==> config.mk <==
export PLATFORM = sky130hd
export DESIGN_NAME = inst_fetch_unit_flat
export DESIGN_NICKNAME = d
export VERILOG_FILES = /design/src/rtl/inst_fetch_unit_if.sv /design/src/rtl/inst_fetch_unit.sv /design/src/flat_wrapper.sv
export SDC_FILE = /design/constraint.sdc
export NUM_CORES = 1
export LEC_CHECK = 0
export ABC_AREA = 1
export ABC_CLOCK_PERIOD_IN_PS = 2500
export CORE_ASPECT_RATIO = 0.6
export CORE_MARGIN = 2
export CORE_UTILIZATION = 50
export DETAILED_ROUTE_END_ITERATION = 7
export HOLD_SLACK_MARGIN = 0.12
export MAX_ROUTING_LAYER = met4
export PLACE_DENSITY = 0.87
export RECOVER_POWER = 100
export SKIP_CTS_REPAIR_TIMING = 1
export SLEW_MARGIN = 20
export SYNTH_ARGS = -nofsm -noshare
export SYNTH_HDL_FRONTEND = slang
export SYNTH_SLANG_ARGS = --single-unit
==> constraint.sdc <==
create_clock -name clk -period 2.5 [get_ports clk]
set_input_delay 0.375 -clock clk [delete_from_list [all_inputs] [get_ports clk]]
set_output_delay 0.375 -clock clk [all_outputs]
set_load 0.01 [all_outputs]
==> src/rtl/inst_fetch_unit_if.sv <==
// Fetch-stage bundle: PC hand-off, instruction-memory req/ack and decode valid/ready.
// master = fetch unit side, slave = surrounding PC / memory / decode side.
interface inst_fetch_unit_if #(
    parameter int unsigned WORD_WIDTH = 32
);
    logic [WORD_WIDTH-1:0] pc_addr;
    logic                  pc_valid;
    logic                  pc_stall;
    logic                  flush;
    logic                  imem_req;
    logic [WORD_WIDTH-1:0] imem_addr;
    logic                  imem_ack;
    logic [WORD_WIDTH-1:0] imem_rdata;
    logic                  if_valid;
    logic [WORD_WIDTH-1:0] if_inst;
    logic [WORD_WIDTH-1:0] if_pc;
    logic                  id_ready;

    modport master (
        input  pc_addr, pc_valid, flush, imem_ack, imem_rdata, id_ready,
        output pc_stall, imem_req, imem_addr, if_valid, if_inst, if_pc
    );

    modport slave (
        output pc_addr, pc_valid, flush, imem_ack, imem_rdata, id_ready,
        input  pc_stall, imem_req, imem_addr, if_valid, if_inst, if_pc
    );
endinterface

==> src/rtl/inst_fetch_unit.sv <==
// Instruction fetch: one outstanding imem request, 2-entry registered output queue, flush/drain.
// Optional FETCH_PERF_EN adds saturating wait/flush performance counters.
module inst_fetch_unit #(
    parameter int unsigned WORD_WIDTH = 32,
    parameter int unsigned FIFO_DEPTH = 2
) (
    input  logic              clk,
    input  logic              rst,
`ifdef FETCH_PERF_EN
    output logic [31:0]       perf_wait_cnt,
    output logic [31:0]       perf_flush_cnt,
`endif
    inst_fetch_unit_if.master io_fetch
);
    typedef enum logic [1:0] {
        ST_IDLE  = 2'd0,
        ST_REQ   = 2'd1,
        ST_DRAIN = 2'd2
    } state_t;

    state_t                r_state;
    logic                  r_req;
    logic [WORD_WIDTH-1:0] r_addr;
    logic [1:0]            r_count;
    logic                  r_valid;
    logic [WORD_WIDTH-1:0] r_head_inst;
    logic [WORD_WIDTH-1:0] r_head_pc;
    logic [WORD_WIDTH-1:0] r_tail_inst;
    logic [WORD_WIDTH-1:0] r_tail_pc;

    logic       w_pop;
    logic       w_ack;
    logic       w_push;
    logic       w_stall;
    logic       w_accept;
    logic [1:0] w_cnt_after_pop;

    assign w_pop           = r_valid & io_fetch.id_ready;
    assign w_ack           = r_req & io_fetch.imem_ack;
    assign w_push          = (r_state == ST_REQ) & w_ack & ~io_fetch.flush;
    assign w_cnt_after_pop = w_pop ? (r_count - 2'd1) : r_count;
    assign w_stall         = ~(rst & (r_state == ST_IDLE) & ~io_fetch.flush
                               & (w_cnt_after_pop < 2'(FIFO_DEPTH)));
    assign w_accept        = io_fetch.pc_valid & ~w_stall;

    assign io_fetch.pc_stall  = w_stall;
    assign io_fetch.imem_req  = r_req;
    assign io_fetch.imem_addr = r_addr;
    assign io_fetch.if_valid  = r_valid;
    assign io_fetch.if_inst   = r_head_inst;
    assign io_fetch.if_pc     = r_head_pc;

    // Request FSM; an ack in a flush cycle retires the request without pushing
    always_ff @(posedge clk) begin
        if (!rst) begin
            r_state <= ST_IDLE;
            r_req   <= 1'b0;
            r_addr  <= '0;
        end else begin
            case (r_state)
                ST_IDLE: begin
                    if (w_accept) begin
                        r_addr  <= io_fetch.pc_addr;
                        r_req   <= 1'b1;
                        r_state <= ST_REQ;
                    end
                end
                ST_REQ: begin
                    if (w_ack) begin
                        r_req   <= 1'b0;
                        r_state <= ST_IDLE;
                    end else if (io_fetch.flush) begin
                        r_state <= ST_DRAIN;
                    end
                end
                ST_DRAIN: begin
                    if (w_ack) begin
                        r_req   <= 1'b0;
                        r_state <= ST_IDLE;
                    end
                end
                default: begin
                    r_req   <= 1'b0;
                    r_state <= ST_IDLE;
                end
            endcase
        end
    end

    // Output queue: head lives directly in the output registers, tail behind it
    always_ff @(posedge clk) begin
        if (!rst) begin
            r_count     <= 2'd0;
            r_valid     <= 1'b0;
            r_head_inst <= '0;
            r_head_pc   <= '0;
            r_tail_inst <= '0;
            r_tail_pc   <= '0;
        end else if (io_fetch.flush) begin
            r_count <= 2'd0;
            r_valid <= 1'b0;
        end else begin
            case ({w_push, w_pop})
                2'b10: begin
                    if (r_count == 2'd0) begin
                        r_head_inst <= io_fetch.imem_rdata;
                        r_head_pc   <= r_addr;
                    end else begin
                        r_tail_inst <= io_fetch.imem_rdata;
                        r_tail_pc   <= r_addr;
                    end
                    r_count <= r_count + 2'd1;
                    r_valid <= 1'b1;
                end
                2'b01: begin
                    if (r_count == 2'd2) begin
                        r_head_inst <= r_tail_inst;
                        r_head_pc   <= r_tail_pc;
                    end
                    r_count <= r_count - 2'd1;
                    r_valid <= (r_count == 2'd2);
                end
                2'b11: begin
                    if (r_count == 2'd2) begin
                        r_head_inst <= r_tail_inst;
                        r_head_pc   <= r_tail_pc;
                        r_tail_inst <= io_fetch.imem_rdata;
                        r_tail_pc   <= r_addr;
                    end else begin
                        r_head_inst <= io_fetch.imem_rdata;
                        r_head_pc   <= r_addr;
                    end
                end
                default: begin
                end
            endcase
        end
    end

`ifdef FETCH_PERF_EN
    logic [31:0] r_wait_cnt;
    logic [31:0] r_flush_cnt;
    logic        w_wait_evt;
    logic        w_flush_evt;

    assign w_wait_evt     = r_req & ~io_fetch.imem_ack;
    assign w_flush_evt    = io_fetch.flush & (r_valid | r_req);
    assign perf_wait_cnt  = r_wait_cnt;
    assign perf_flush_cnt = r_flush_cnt;

    // Saturating event counters
    always_ff @(posedge clk) begin
        if (!rst) begin
            r_wait_cnt  <= 32'd0;
            r_flush_cnt <= 32'd0;
        end else begin
            if (w_wait_evt && (r_wait_cnt != 32'hFFFF_FFFF)) begin
                r_wait_cnt <= r_wait_cnt + 32'd1;
            end
            if (w_flush_evt && (r_flush_cnt != 32'hFFFF_FFFF)) begin
                r_flush_cnt <= r_flush_cnt + 32'd1;
            end
        end
    end
`endif
endmodule

==> src/flat_wrapper.sv <==
// flat-port wrapper written by rule: the top's interface ports become plain ports
module inst_fetch_unit_flat 
#(
    parameter int unsigned WORD_WIDTH = 32,
    parameter int unsigned FIFO_DEPTH = 2
)
  (clk, rst, io_fetch_pc_addr, io_fetch_pc_valid, io_fetch_flush, io_fetch_imem_ack, io_fetch_imem_rdata, io_fetch_id_ready, io_fetch_pc_stall, io_fetch_imem_req, io_fetch_imem_addr, io_fetch_if_valid, io_fetch_if_inst, io_fetch_if_pc);
  inst_fetch_unit_if #(.WORD_WIDTH(WORD_WIDTH)) io_fetch_i ();
  input  logic clk;
  input  logic rst;
  input wire logic [$bits(io_fetch_i.pc_addr)-1:0] io_fetch_pc_addr;
  input wire logic [$bits(io_fetch_i.pc_valid)-1:0] io_fetch_pc_valid;
  input wire logic [$bits(io_fetch_i.flush)-1:0] io_fetch_flush;
  input wire logic [$bits(io_fetch_i.imem_ack)-1:0] io_fetch_imem_ack;
  input wire logic [$bits(io_fetch_i.imem_rdata)-1:0] io_fetch_imem_rdata;
  input wire logic [$bits(io_fetch_i.id_ready)-1:0] io_fetch_id_ready;
  output wire logic [$bits(io_fetch_i.pc_stall)-1:0] io_fetch_pc_stall;
  output wire logic [$bits(io_fetch_i.imem_req)-1:0] io_fetch_imem_req;
  output wire logic [$bits(io_fetch_i.imem_addr)-1:0] io_fetch_imem_addr;
  output wire logic [$bits(io_fetch_i.if_valid)-1:0] io_fetch_if_valid;
  output wire logic [$bits(io_fetch_i.if_inst)-1:0] io_fetch_if_inst;
  output wire logic [$bits(io_fetch_i.if_pc)-1:0] io_fetch_if_pc;
  assign io_fetch_i.pc_addr = io_fetch_pc_addr;
  assign io_fetch_i.pc_valid = io_fetch_pc_valid;
  assign io_fetch_i.flush = io_fetch_flush;
  assign io_fetch_i.imem_ack = io_fetch_imem_ack;
  assign io_fetch_i.imem_rdata = io_fetch_imem_rdata;
  assign io_fetch_i.id_ready = io_fetch_id_ready;
  assign io_fetch_pc_stall = io_fetch_i.pc_stall;
  assign io_fetch_imem_req = io_fetch_i.imem_req;
  assign io_fetch_imem_addr = io_fetch_i.imem_addr;
  assign io_fetch_if_valid = io_fetch_i.if_valid;
  assign io_fetch_if_inst = io_fetch_i.if_inst;
  assign io_fetch_if_pc = io_fetch_i.if_pc;
  inst_fetch_unit #(.WORD_WIDTH(WORD_WIDTH), .FIFO_DEPTH(FIFO_DEPTH)) u_core (.clk(clk), .rst(rst), .io_fetch(io_fetch_i));
endmodule
==> impl_metrics.ini, run 1 <==
[timing]
fmax_mhz = 421
setup_violations = 0
tightest_slew_ns = 0.744
finalCritPeriodShare_pct = 94.9
maxSlewHeadroom_pct = 50.4
finalCriticalPeriod_ns = 2.37
skew_ns = 0.0138
fin_ws_ns = 0.127
hold_violations = 0
rsz0062_at_grt = false
maxSlewViolCount = 0

[route]
dr_total_vias = 6456
dr_wl_met3_um = 1320
wl_met2_um = 8300
drt_iter0_drc = 460
totalWireLength_um = 18400
via_per_inst = 5.27
antenna_left = 0
top_layer_used = met4
wl_per_cell_um = 15.0
drc = 0
drt_first_pass_iters = 6
wl_met1_um = 8620

[place]
place.gp.congestion = 0.852
dpl_cell_area_sq_mm = 0.00883
hpwl_um = 11700
pre_cts_slack_ns = -0.0619
portBuffers = 168

[logic_synthesis]
async_flop_share_pct = 0
yosysTopAreaCellShare_pct = 47.6
ys_ff_latch = 166
yosysTopAreaCell = dfxtp_1
synth_edf_count = 0
synth.distinct_cells = 22
syn_area_sq_mm = 0.00699
yosysSeqAreaShare_pct = 47.6
synth_fp_nets = 964
ys_dominant_reg_cell = dfxtp_1
synth_area_leaders = dfxtp_1, a21oi_1, inv_1
yosysWarnings = 0
ys_top_cells_by_count = dfxtp_1, a21oi_1, inv_1, o21ai_0, nand3_1
synthCells = 885
avgSynthCellArea_sq_um = 7.89
yosysMostFrequentCell = dfxtp_1

[global_route]
grt_pass1_wl_um = 29900
overflow = 0
grt_pass1_vias = 6231
grt_use_total_pct = 25.9
grt_max_degree = 65
antenna_found_initial = 0

[critical_path]
path_class = register to output port
critical_path.top_delay_family = buffers and inverters
crit_buf_inv = 2
cp.arrival_ns = 2.00
cp-end-kind = output port
cp_slowest_cell = dlygate4sd3_1
cp_common_cell = nand2_1
cp_slowest_stage_delay_ns = 0.61
required_ns = 2.12
startpoint_type = register
path_cells = inv_1 -> ha_1 -> nand2_1 -> nor2_1 -> nand2_1 -> dlygate4sd3_1
cp_max_fo = 4

[hold_path]
hold_path_class = register to register

[pwr]
power.leakage_uw = 0.00384
ir_drop_uv = 407
powerDensity_mw_per_mm2 = 643

[clock_network]
cts_max_level = 4
tritoncts = built
cts_buffers = 17
cts_root_buf = clkbuf_16
cts.sinks = 166
clkSlewWorstSetupHoldPaths_ns = 0.06
cts_buffer_depth = 2
clock_latency_ns = 0.42

[floorplanning]
die_w_um = 157
ios = 169
dieArea_sq_mm = 0.0150
coreArea_sq_mm = 0.0137
die_h_um = 95.6
row_count = 33
initial_core_util_pct = 51.1

[layout]
antenna_cells = 0
drive_gt1_share_pct = 5.90
final_util_pct = 68.9
syn_to_final_growth_pct = 34.7
nets = 1100
final_area_sq_mm = 0.00941

[run]
cap_viol_max_count = 0

[outcome]
status = completed
## metal layers
layer | vias up | track usage (%)
met5 | - | -
met4 | 0 | 7.57
met3 | 20 | 5.23
met2 | 261 | 40.6
met1 | 2960 | 34.1
li1 | 3215 | -
## cell type report
cell class | instances | area (sq um)
inverter | 147 | 552
multi-input combinational | 500 | 2750
fill | 1068 | 4250
clock inverter | 12 | 143
timing repair buffer | 189 | 1940
clock buffer | 20 | 457
sequential | 166 | 3320
tap | 192 | 240
## placed cells by master (no fill, tap or decap)
cell type and n:
dfxtp_1 166, a21oi_1 165, inv_1 144, o21ai_0 141, dlygate4sd3_1 99, clkdlybuf4s50_1 68, nand3_1 67, o21a_1 65
o21ai_1 24, clkbuf_16 17, nand2_1 16, ha_1 9, buf_12 9, buf_4 9, nor2_1 6, inv_2 3
inv_6 3, clkinvlp_4 3, clkbuf_8 2, bufinv_16 2, clkinv_4 2, clkbuf_4 2, nand2_2 1, nor2_4 1
nand3_4 1, a21oi_4 1, o21ai_4 1, xor2_1 1, o211ai_1 1, inv_8 1, clkbuf_1 1, clkinv_2 1
buf_2 1, clkbuf_2 1
## power by group
group	internal (uW)	switching, uW
logic	295	353
registers	2720	40.2
clock network	1540	1100
total	4560	1500
## logic make-up after synthesis
family / share of synthesized area, %
fa+ha+maj: 1.61
xor+xnor: 0.125
simple gates: 6.20
compound gates: 31.0
buf+inv: 13.5
flops: 47.6
## sequential cells by signal (all words and copies together) (netlist names)
signal / cells
u_core.r_tail_pc: 32
u_core.io_fetch.if_valid: 1
u_core.io_fetch.if_inst: 32
u_core.r_state: 2
u_core.r_count: 2
u_core.io_fetch.if_pc: 32
u_core.io_fetch.imem_req: 1
u_core.io_fetch.imem_addr: 32
u_core.r_tail_inst: 32
## worst reg2reg max path, cell delays in order, from the launching register on
cell	delay [ns]
dfxtp_1	0.34
inv_1	0.10
ha_1	0.18
nand2_1	0.09
nor2_1	0.22
inv_1	0.12
ha_1	0.24
inv_1	0.07
nor2_1	0.05
nor2_1	0.17
nand3_4	0.12
buf_12	0.21
a21oi_1	0.20
o21a_1	0.15
## through the flow
| stage | total power (uW) | TNS, ns | hold slack (ns) | instances |
|---|---|---|---|---|
| finish | 6050 | 0 | 0.477 | 1226 |
| global route | 6260 | 0 | 0.513 | 1226 |
| CTS | 6110 | 0 | 0.484 | 1226 |
| detailed placement | 3480 | -2.30 | 0.474 | 1194 |
| global placement | 3460 | 0 | 0.470 | 1194 |
| floorplan | 3150 | 0 | 0.477 | 885 |
## final timing paths
path                                    startpoint                                     to  slack, ns  cells past startpoint
max                 u_core.r_state[1]$_SDFFE_PN0P_                      io_fetch_pc_stall       0.13                      6
min          u_core.io_fetch.imem_req$_SDFFE_PN0P_  u_core.io_fetch.imem_req$_SDFFE_PN0P_       0.48                      2
max reg2reg         u_core.r_state[1]$_SDFFE_PN0P_  u_core.io_fetch.if_pc[3]$_SDFFE_PN0P_       0.17                     13
min reg2reg  u_core.io_fetch.imem_req$_SDFFE_PN0P_  u_core.io_fetch.imem_req$_SDFFE_PN0P_       0.48                      2
No activity file was read; power rests on OpenSTA's default activity.
==> inputs of run 2 (changes only) <==
Settings changed: ABC_CLOCK_PERIOD_IN_PS 2500 to 2400, CTS_BUF_LIST from default to sky130_fd_sc_hd__clkbuf_16.
Clock period 2.5 ns to 2.4 ns, I/O delays scaled along.
==> run 2 against run 1 <==
Against the previous run:
- critical path depth is 6 higher
- power is 5.3% higher
- design area is 0.53% higher
- via count is 1.1% higher
- critical path type is now register to register
- largest power group unchanged
- highest routed layer unchanged
==> impl_metrics.ini, run 2 (synthesis gave the netlist of run 1 again) <==
[critical_path]
cp_max_fo = 35
cp-end-kind = register
path_class = register to register
required_ns = 2.75
startpoint_type = register
cp.arrival_ns = 2.60
path_cells = inv_1 -> ha_1 -> nand2_1 -> nor2_1 -> buf_4 -> ha_1 -> inv_1 -> o21ai_0 -> nor2_4 -> buf_4 -> o21ai_1 -> a21oi_1
cp_slowest_stage_delay_ns = 0.40
cp_slowest_cell = buf_4

[global_route]
antenna_found_initial = 0
busiest_layer = met2
overflow = 0
use_met3_pct = 5.82
met2_usage_pct = 38.9
grtUsageMet1_pct = 32.4
grt_use_total_pct = 24.7
grt_pass1_vias = 6014
grt_max_degree = 71
grt_pass1_wl_um = 28800

[floorplanning]
row_count = 33
dieArea_sq_mm = 0.0150
die_w_um = 157
ios = 169
coreArea_sq_mm = 0.0137
die_h_um = 95.6
initial_core_util_pct = 51.1

[pwr]
power.leakage_uw = 0.00387
powerDensity_mw_per_mm2 = 673
ir_drop_uv = 394

[clock_network]
cts_buffers = 17
tritoncts = built
cts_max_level = 4
cts_buffer_depth = 2
clkSlewWorstSetupHoldPaths_ns = 0.06
cts_root_buf = clkbuf_16
cts.sinks = 166
clock_latency_ns = 0.41

[timing]
finalCritPeriodShare_pct = 93.8
hold_violations = 0
maxSlewHeadroom_pct = 51.6
setup_violations = 0
rsz0062_at_grt = false
tightest_slew_ns = 0.726
fmax_mhz = 444
maxSlewViolCount = 0
fin_ws_ns = 0.149
skew_ns = 0.00778
finalCriticalPeriod_ns = 2.25

[route]
via_per_inst = 5.30
drt_first_pass_iters = 5
drt_iter0_drc = 386
totalWireLength_um = 18100
antenna_left = 0
dr_total_vias = 6527
wl_per_cell_um = 14.7
drc = 0

[layout]
antenna_cells = 0
final_util_pct = 69.2
drive_gt1_share_pct = 6.25
syn_to_final_growth_pct = 35.4
fillers = 1054
nets = 1107
mostFrequentLayoutCell = dfxtp_1
layout_common_cells = dfxtp_1, a21oi_1, inv_1

[run]
cap_viol_max_count = 0

[place]
portBuffers = 168
place.gp.congestion = 0.829
hpwl_um = 11600
pre_cts_slack_ns = -0.105

[outcome]
status = completed

[hold_path]
hold_path_class = primary input to register
## run 2: path summary, 6_finish.rpt
| kind | startpoint | end | slack (ns) | cells after the start |
|---|---|---|---|---|
| worst max register to register | u_core.r_state[1]$_SDFFE_PN0P_ | u_core.r_tail_inst[9]$_SDFFE_PN0P_ | 0.15 | 12 |
| worst min-delay path | rst | u_core.r_tail_inst[9]$_SDFFE_PN0P_ | 0.28 | 3 |
| worst max-delay path | u_core.r_state[1]$_SDFFE_PN0P_ | u_core.r_tail_inst[9]$_SDFFE_PN0P_ | 0.15 | 12 |
| worst min register to register | u_core.io_fetch.imem_req$_SDFFE_PN0P_ | u_core.io_fetch.imem_req$_SDFFE_PN0P_ | 0.49 | 2 |
## run 2: power by group
group | internal (uW) | total, uW | switching (uW)
combinational | 304 | 666 | 362
sequential | 2830 | 2870 | 42.9
clock | 1730 | 2830 | 1100
total | 4870 | 6370 | 1500
## run 2: metrics by stage
| stage | cells | power [uW] | TNS, ns | hold WS, ns | instance area [sq um] |
|---|---|---|---|---|---|
| after floorplan | 885 | 3280 | 0 | 0.477 | 6990 |
| after global placement | 1200 | 3610 | -0.0657 | 0.474 | 8890 |
| after detailed placement | 1200 | 3630 | -4.43 | 0.484 | 8890 |
| after CTS | 1231 | 6450 | 0 | 0.266 | 9500 |
| after global routing | 1232 | 6600 | 0 | 0.272 | 9460 |
| final | 1232 | 6370 | 0 | 0.282 | 9460 |
## run 2: final cells by class
class	instances	area (sq um)	share of cell area (%)
inverters	147	552	5.83
well taps	192	240	2.54
repair buffers	196	1980	20.9
clock inverters	14	184	1.94
multi-input cells	500	2760	29.1
flip-flops and latches	166	3320	35.1
clock buffers	17	425	4.50
## run 2: worst max-delay path: cells and delay by family, from the launching register on
kind | cells | cell delay [ns]
adders and majority gates | 2 | 0.40
DFF | 1 | 0.38
AOI/OAI and AO/OA | 3 | 0.35
and+or+nand+nor | 3 | 0.35
buffers and inverters | 4 | 0.71
## run 2: layer usage
metal  share of wire, %  wire (um)
met4               0.94        170
met5                  0          0
met3                7.1       1280
met2                 46       8310
met1                 46       8320
